File: src/rtl/irq_pender.sv
// Interrupt pend source for the CLIC: synchronizes external lines, detects edge/level
// events, keeps per-source pending flags and offers them round-robin on a valid/ack port.
module irq_pender #(
    parameter int unsigned         NumSrc   = 8,
    parameter int unsigned         SrcBase  = 1,
    parameter int unsigned         VecWidth = 4,
    parameter logic [NumSrc-1:0]   EdgeMask = '1
) (
    input  logic                clk,
    input  logic                reset,
    input  logic [NumSrc-1:0]   ext_irq,
    input  logic [NumSrc-1:0]   src_enable,
    output logic                pend_valid,
    output logic [VecWidth-1:0] pend_index,
    input  logic                pend_ack,
    output logic [NumSrc-1:0]   pending_out,
    output logic [NumSrc-1:0]   overrun_out,
    input  logic                overrun_clear,
    output logic [7:0]          overrun_count
);

    localparam int unsigned SelW = (NumSrc > 1) ? $clog2(NumSrc) : 1;

    typedef enum logic {
        IDLE,
        OFFER
    } state_e;

    state_e              state_q, state_d;
    logic [NumSrc-1:0]   sync1_q, sync1_d;
    logic [NumSrc-1:0]   sync2_q, sync2_d;
    logic [NumSrc-1:0]   prev_q, prev_d;
    logic [NumSrc-1:0]   pending_q, pending_d;
    logic [NumSrc-1:0]   overrun_q, overrun_d;
    logic [7:0]          count_q, count_d;
    logic [SelW-1:0]     sel_q, sel_d;
    logic [SelW-1:0]     ptr_q, ptr_d;
    logic [VecWidth-1:0] index_q, index_d;

    logic [NumSrc-1:0]   evt;
    logic [NumSrc-1:0]   clr;
    logic [NumSrc-1:0]   ovr_hit;
    logic [SelW-1:0]     pick;
    logic                found;
    int unsigned         pos;

    // Event detection, pending/overrun bookkeeping
    always_comb begin
        sync1_d = ext_irq;
        sync2_d = sync1_q;
        prev_d  = sync2_q;
        evt     = '0;
        clr     = '0;
        for (int i = 0; i < NumSrc; i++) begin
            evt[i] = EdgeMask[i] ? (sync2_q[i] & ~prev_q[i] & src_enable[i])
                                 : (sync2_q[i] & src_enable[i]);
            clr[i] = (state_q == OFFER) && pend_ack && (sel_q == SelW'(i));
        end
        // A new event wins over the ack clear, so the source is offered again.
        pending_d = evt | (pending_q & ~clr);
        ovr_hit   = evt & pending_q & ~clr & EdgeMask;
        overrun_d = overrun_clear ? '0 : (overrun_q | ovr_hit);
        count_d   = count_q;
        if (overrun_clear) begin
            count_d = '0;
        end else if ((|ovr_hit) && (count_q != 8'hFF)) begin
            count_d = count_q + 8'd1;
        end
    end

    // Round-robin pick: first pending source at or after the pointer.
    always_comb begin
        found = 1'b0;
        pick  = ptr_q;
        pos   = 0;
        for (int k = 0; k < NumSrc; k++) begin
            pos = int'(ptr_q) + k;
            if (pos >= NumSrc) begin
                pos = pos - NumSrc;
            end
            if (!found && pending_q[SelW'(pos)]) begin
                found = 1'b1;
                pick  = SelW'(pos);
            end
        end
    end

    always_comb begin
        state_d = state_q;
        sel_d   = sel_q;
        ptr_d   = ptr_q;
        index_d = index_q;
        unique case (state_q)
            IDLE: begin
                if (found) begin
                    sel_d   = pick;
                    index_d = VecWidth'(SrcBase + int'(pick));
                    state_d = OFFER;
                end
            end
            OFFER: begin
                if (pend_ack) begin
                    ptr_d   = (int'(sel_q) == NumSrc - 1) ? '0 : sel_q + SelW'(1);
                    state_d = IDLE;
                end
            end
            default: state_d = IDLE;
        endcase
    end

    // NOTE: every flop, including the synchronizer stages, is reset asynchronously and
    // updated only with non-blocking assignments so all state advances on the same edge.
    always_ff @(posedge clk or negedge reset) begin
        if (!reset) begin
            state_q   <= IDLE;
            sync1_q   <= '0;
            sync2_q   <= '0;
            prev_q    <= '0;
            pending_q <= '0;
            overrun_q <= '0;
            count_q   <= '0;
            sel_q     <= '0;
            ptr_q     <= '0;
            index_q   <= '0;
        end else begin
            state_q   <= state_d;
            sync1_q   <= sync1_d;
            sync2_q   <= sync2_d;
            prev_q    <= prev_d;
            pending_q <= pending_d;
            overrun_q <= overrun_d;
            count_q   <= count_d;
            sel_q     <= sel_d;
            ptr_q     <= ptr_d;
            index_q   <= index_d;
        end
    end

    assign pend_valid    = (state_q == OFFER);
    assign pend_index    = index_q;
    assign pending_out   = pending_q;
    assign overrun_out   = overrun_q;
    assign overrun_count = count_q;

endmodule
File: config.mk
export PLATFORM = sky130hd
export DESIGN_NAME = irq_pender
export DESIGN_NICKNAME = d
export VERILOG_FILES = /design/src/rtl/irq_pender.sv
export SDC_FILE = /design/constraint.sdc
export NUM_CORES = 1
export LEC_CHECK = 0
export ABC_AREA = 1
export BUFFER_PORTS_ARGS = -buffer_cell sky130_fd_sc_hd__buf_4
export CAP_MARGIN = 20
export CORE_MARGIN = 2
export CORE_UTILIZATION = 45
export CTS_CLUSTER_SIZE = 10
export DETAILED_ROUTE_END_ITERATION = 7
export GPL_TIMING_DRIVEN = 1
export MAX_ROUTING_LAYER = met4
export PLACE_DENSITY_LB_ADDON = 0.05
export SYNTH_ARGS = -nofsm -noshare
export SYNTH_HDL_FRONTEND = slang
export SYNTH_SLANG_ARGS = --single-unit
File: constraint.sdc
create_clock -name clk -period 4.55 [get_ports clk]
set_input_delay 0.2275 -clock clk [delete_from_list [all_inputs] [get_ports clk]]
set_output_delay 0.2275 -clock clk [all_outputs]
set_load 0.05 [all_outputs]
# --- After elaboration in Yosys (flattened, before gate mapping) ---
# Index checks and enable logic that the tools add are counted.
# W data, S select, Z words.
totals:
  regBits: 59
  word_cells: 159
  input_bits: 20
  n_memories: 0
  rom_bits: 0
  ramBits: 0
  latch_bits: 0
  out_inout_bits: 29
op_classes:
  mul: 0
  div: 0
  reduce_logical: 29
  eq_ne: 8
  n_lt_le_gt_ge: 16
  bitwise: 31
  mux: 47
  addsub: 18
  shift: 0
ops:
  columns: ["cell", "count"]
  rows:
  - ["$mux W3", 17]
  - ["$lt A3 B4 Y1 const B", 8]
  - ["$ge A4 B4 Y1 const B", 7]
  - ["$and A8 B8 Y8", 3]
  - ["$bmux W1 S3", 8]
  - ["$mux W8", 3]
  - ["$sub A3 B1 Y3 const B", 8]
  - ["$mux W1", 18]
  - ["$logic_and A1 B1 Y1", 17]
  - ["$add A3 B3 Y4 const B", 4]
  - ["$and A1 B1 Y1", 16]
  - ["$or A8 B8 Y8", 2]
  - ["$eq A3 B3 Y1 const B", 4]
  - ["$not A1 Y1", 9]
  - ["$add A3 B2 Y4 const B", 2]
  - ["$add A8 B1 Y8 const B", 1]
  - ["$ne A8 B8 Y1 const B", 1]
  - ["$not A8 Y8", 1]
  - ["$reduce_or A8 Y1", 1]
  - ["$logic_not A1 Y1", 7]
  - ["$eq A3 B2 Y1 const B", 2]
  - ["$add A1 B3 Y4 const A", 1]
  - ["$add A3 B1 Y4 const B", 1]
  - ["$ge A3 B4 Y1 const B", 1]
  - ["other kinds (6)", 7]

# --- Longest topological paths before layout ---
logic_depth:
  depth_word: 28
  mapped_depth: 21

# --- Least setup slack after synthesis ---
# Ideal clock, no wire load.
synth_timing:
  path_type: "reg-to-reg"
  start: "register ptr_q[1]"
  end: "register index_q[2] (netlist: pend_index[2])"
  arrival_time_ns: 2.273
  path_stages_with_launch: 20
  slack_ns: 2.159
  required_time_ns: 4.432
  setup_time_ns: 0.118
  cell_sequence: "dfrtp_1 > buf_4 > inv_6 > ha_1 > inv_1 > nand3_1 > nand3_2 > nand2_4 > nor2_4 > nand4_2 > nor2_4 > nand3_2 > nand2_1 > inv_1 > nand2_2 > nand2_2 > nor2_2 > nand3_2 > nand3_1 > nand2_1"
synth_via:
  elab_chain_cells: 27
  elab_cells_between_ends: 79
  classes_between: "16 x add/sub; 8 x order compare; 40 x mux; 15 x reduce/logical"
synth_rtl:
  columns: ["element", "line", "text"]
  rows:
  - ["from (decl)", "37", "logic [SelW-1:0] ptr_q, ptr_d;"]
  - ["from (signal assigned)", "134", "ptr_q <= ptr_d;"]
  - ["parallel branches: the longest is 27 deep, another holds $add A3 B1 Y4", null, null]
  - ["to (signal assigned)", "135", "index_q <= index_d;"]
  - ["to (decl)", "38", "logic [VecWidth-1:0] index_q, index_d;"]
# Parallel ways; which one is timed is not known. The select of a mux whose other input is x is not followed.
# A chain may end at the register's enable or synchronous reset.

# --- Worst setup path after layout ---
layout_timing:
  start: "register ptr_q[0]"
  end: "register sel_q[0]"
layout_via:
  elab_chain_cells: 27
  elab_cells_between_ends: 78
  classes_between: "15 x add/sub; 8 x order compare; 40 x mux; 15 x reduce/logical"
layout_rtl:
  columns: ["element", "line", "text"]
  rows:
  - ["parallel branches: the longest is 27 deep, another holds $add A3 B1 Y4", null, null]
  - ["to (signal assigned)", "133", "sel_q <= sel_d;"]
  - ["to (decl)", "36", "logic [SelW-1:0] sel_q, sel_d;"]
# Parallel ways; which one is timed is not known. The select of a mux whose other input is x is not followed.

==> flow_summary.yaml <==
power_and_ir_drop:
  powerDensity_nw_per_um2: 754
  p_leak_nw: 1.88
  netSwitchingPower_w: 0.00149
  cellInternalPower_w: 0.00133
  power_w: 0.00283
  combPwrFrac_pct: 58.7
  seq_power_share_pct: 27.2
  p_sw_share_pct: 52.8
  ir_worst_vdd_mv: 0.300
  pwr-share-clk_pct: 14.1
detailed_routing:
  dr.first_iter.drc_count: 104
  highest_layer: "met4"
  vias: 2537
  routed_wl_mm: 6.52
  via_per_inst: 4.92
  avgRoutedWirePerCell_um: 12.6
  dr_wl_met3_um: 298
  drc: 0
  wl_met2_mm: 3.12
  ant_nets: 0
  met1Wirelength_mm: 3.01
  firstDrtPassIters: 4
cts:
  cts_tree: "built"
  clkSlewWorstSetupHoldPaths_ps: 70
  htree_levels: 3
  cts_root_buf: "clkbuf_8"
  cts_sinks: 59
  clk_latency_ps: 330
  cts_buffers: 9
  clk_path_buf_depth: 2
sta:
  min_period_ps: 3360
  timing.final.ws_setup_ps: 1190
  clock.fmax_ghz: 0.298
  relSlewSlack_pct: 51.9
  period_share_pct: 73.8
  hold_violations: 0
  finalMaxSlewViolations: 0
  holdWs_ps: 95.7
  max_slew.worst_pin.slew_ps: 722
  setup-tns-final_ps: 0
  rsz0062_at_grt: "no"
  final-setup-viol-count: 0
  worst_clock_skew_ps: 8.62
global_route:
  antenna_found_initial: 0
  grt_usage_pct: 19.9
  grt_max_degree: 60
  grt_overflow: 0
  grt_pass1_wl_mm: 11.4
  grt_pass1_vias: 2580
critical_path:
  crit_fanout: 14
  r2r_end: "sel_q[0]"
  worstPathRequired_ps: 4760
  cp-startpoint: "ptr_q[0]"
  critPathSlowestCell: "dfrtp_1"
  worstSetupEndpointType: "flip-flop"
  arrival_ps: 3570
  cp-start-kind: "flip-flop"
  reg2reg_from: "ptr_q[0]"
  r2r_setup_slack_ps: 1190
  cp_cell_sequence: "inv_2, ha_1, inv_1, nand3_1, nand3_2, nand2_4, nor2_4, nand4_2, nor2_4, nand2_1, o21ai_1, inv_1, o21a_1"
  endpoint: "sel_q[0]"
  reg2reg_depth: 13
  crit_type: "reg2reg"
  critPathMaxStageDelay_ps: 650
logic_synthesis:
  syn_avg_cell_area_sq_um: 8.34
  synth_nets: 397
  mappedNetlistArea_sq_um: 3070
  synth.area.top_cells: "dfrtp_1, nand2_1, nand3_1, nand3_2, inv_1"
  synth_top_cell_by_area: "dfrtp_1"
  seq_area_frac_synth_pct: 48.1
  synth_top_area_share_pct: 48.1
  yosysWarningCount: 0
  ys_seq_elements: 59
  synth_cell_types: 31
  synth_cells: 368
  ys.flop_type: "dfrtp_1"
  synth-edff-count: 0
  async_reset_ff_share_pct: 100
run_status:
  status: "completed"
die:
  chipWidth_um: 86.6
  rows: 30
  core_sq_um: 6680
  start_util_pct: 45.9
  chipHeight_um: 86.6
  die-area_sq_um: 7500
  floorplan.io_pins: 49
job:
  maxCapViolCount: 0
placement:
  io_buffers: 48
  dpl_cell_area_sq_um: 3490
  place_hpwl_mm: 4.92
  gp_congestion: 0.932
  place_ws_ps: 1200
layout:
  areaGrowthSynthToFinish_pct: 22.1
  seq_area_sq_um: 1480
  final_area_sq_um: 3750
  drive_gt1_share_pct: 24.3
  multiInputGateArea_sq_um: 1400
  fin_nets: 460
  n_antenna_cell: 0
  fillers: 618
hold_path:
  min_path_type: "in2reg"
==> power by group through the flow <==
stage               Clock (W)  Sequential [W]  Combinational, W
floorplan                   0        0.000950           0.00111
detailed placement          0        0.000779           0.00165
global placement            0        0.000778           0.00164
global route         0.000434        0.000791           0.00187
CTS                  0.000414        0.000770           0.00166
finish               0.000399        0.000768           0.00166
==> how the worst min path moves through the flow <==
| stage | slack [ps] | to | cells past startpoint | start |
|---|---|---|---|---|
| after CTS | 80 | pend_valid | 2 | pend_ack |
| after global routing | 100 | pend_valid | 2 | pend_ack |
| after floorplan | -70 | overrun_count[0] | 0 | reset |
| final | 100 | pend_valid | 2 | pend_ack |
| after detailed placement | 340 | sync1_q[1] | 1 | reset |
| after global placement | 330 | prev_d[1] | 0 | sync1_q[1] |
==> cell type report <==
cell class / instances / share of cell area [%]
sequential: 59 / 39.4
multi-input combinational: 265 / 37.3
timing repair buffer: 57 / 12.0
inverter: 39 / 4.04
clock buffer: 10 / 3.40
tap: 80 / 2.67
clock inverter: 6 / 1.13
==> routing by layer <==
layer,global-route usage (%),vias up
met3,3.81,8
met4,6.96,0
met5,-,-
li1,-,1314
met1,25.3,1153
met2,31.8,62
==> timing repair <==
action	in CTS	in global routing
gates resized for setup	0	0
hold buffers	9	0
buffers inserted	0	0
hold endpoints to repair	67	0
==> cell families (layout without fill, tap and decap cells) <==
logic type	count (synthesis)	after routing	share of synthesized area, %
adder cells (fa/ha/maj)	9	9	3.67
buffers and inverters	44	112	6.28
AO/OA/AOI/OAI	34	34	6.24
AND/OR/NAND/NOR	220	220	35.1
flip-flops	59	59	48.1
XOR/XNOR	2	2	0.571
==> synth_stat cells, drive strengths merged (4+ instances only) <==
| cell type | number |
|---|---|
| a21oi | 8 |
| buf | 4 |
| dfrtp | 59 |
| ha | 9 |
| inv | 39 |
| nand2 | 119 |
| nand3 | 51 |
| nand4 | 5 |
| nor2 | 36 |
| nor3 | 4 |
| o21ai | 21 |
==> critical path, delay by kind of cell, from the launching register on <==
kind	cells	cell delay, ps
fa+ha+maj	1	450
buf+inv	3	600
simple gates	7	800
compound gates	2	750
flops	1	650
==> flip-flops by register name, indices dropped and copies added, names as in the netlist <==
signal and count:
overrun_count 8, overrun_out 8, pend_index 4, pend_valid 1
pending_out 8, prev_d 8, prev_q 8, ptr_q 3
sel_q 3, sync1_q 8
==> stage by stage <==
step,cells,utilization (%)
2_1_floorplan,368,-
3_3_place_gp,491,52.2
3_5_place_dp,491,52.2
4_1_cts,516,56.1
5_1_grt,516,56.1
6_report,516,56.1
==> cell usage in the layout (no fill, tap or decap), drive strengths merged, types with 2 or more instances in the layout <==
cell         synthesis  final
nand3               51     51
nand3b               2      2
clkinvlp             0      5
clkbuf               1     10
nor3                 4      4
xor2                 2      2
o21ai               21     21
ha                   9      9
inv                 39     39
nor2                36     36
nand4                5      5
a21oi                8      8
or3                  2      2
dfrtp               59     59
a221oi               2      2
nand2              119    119
dlygate4sd3          0      9
buf                  4     48
Power figures use the tool's default switching activity.
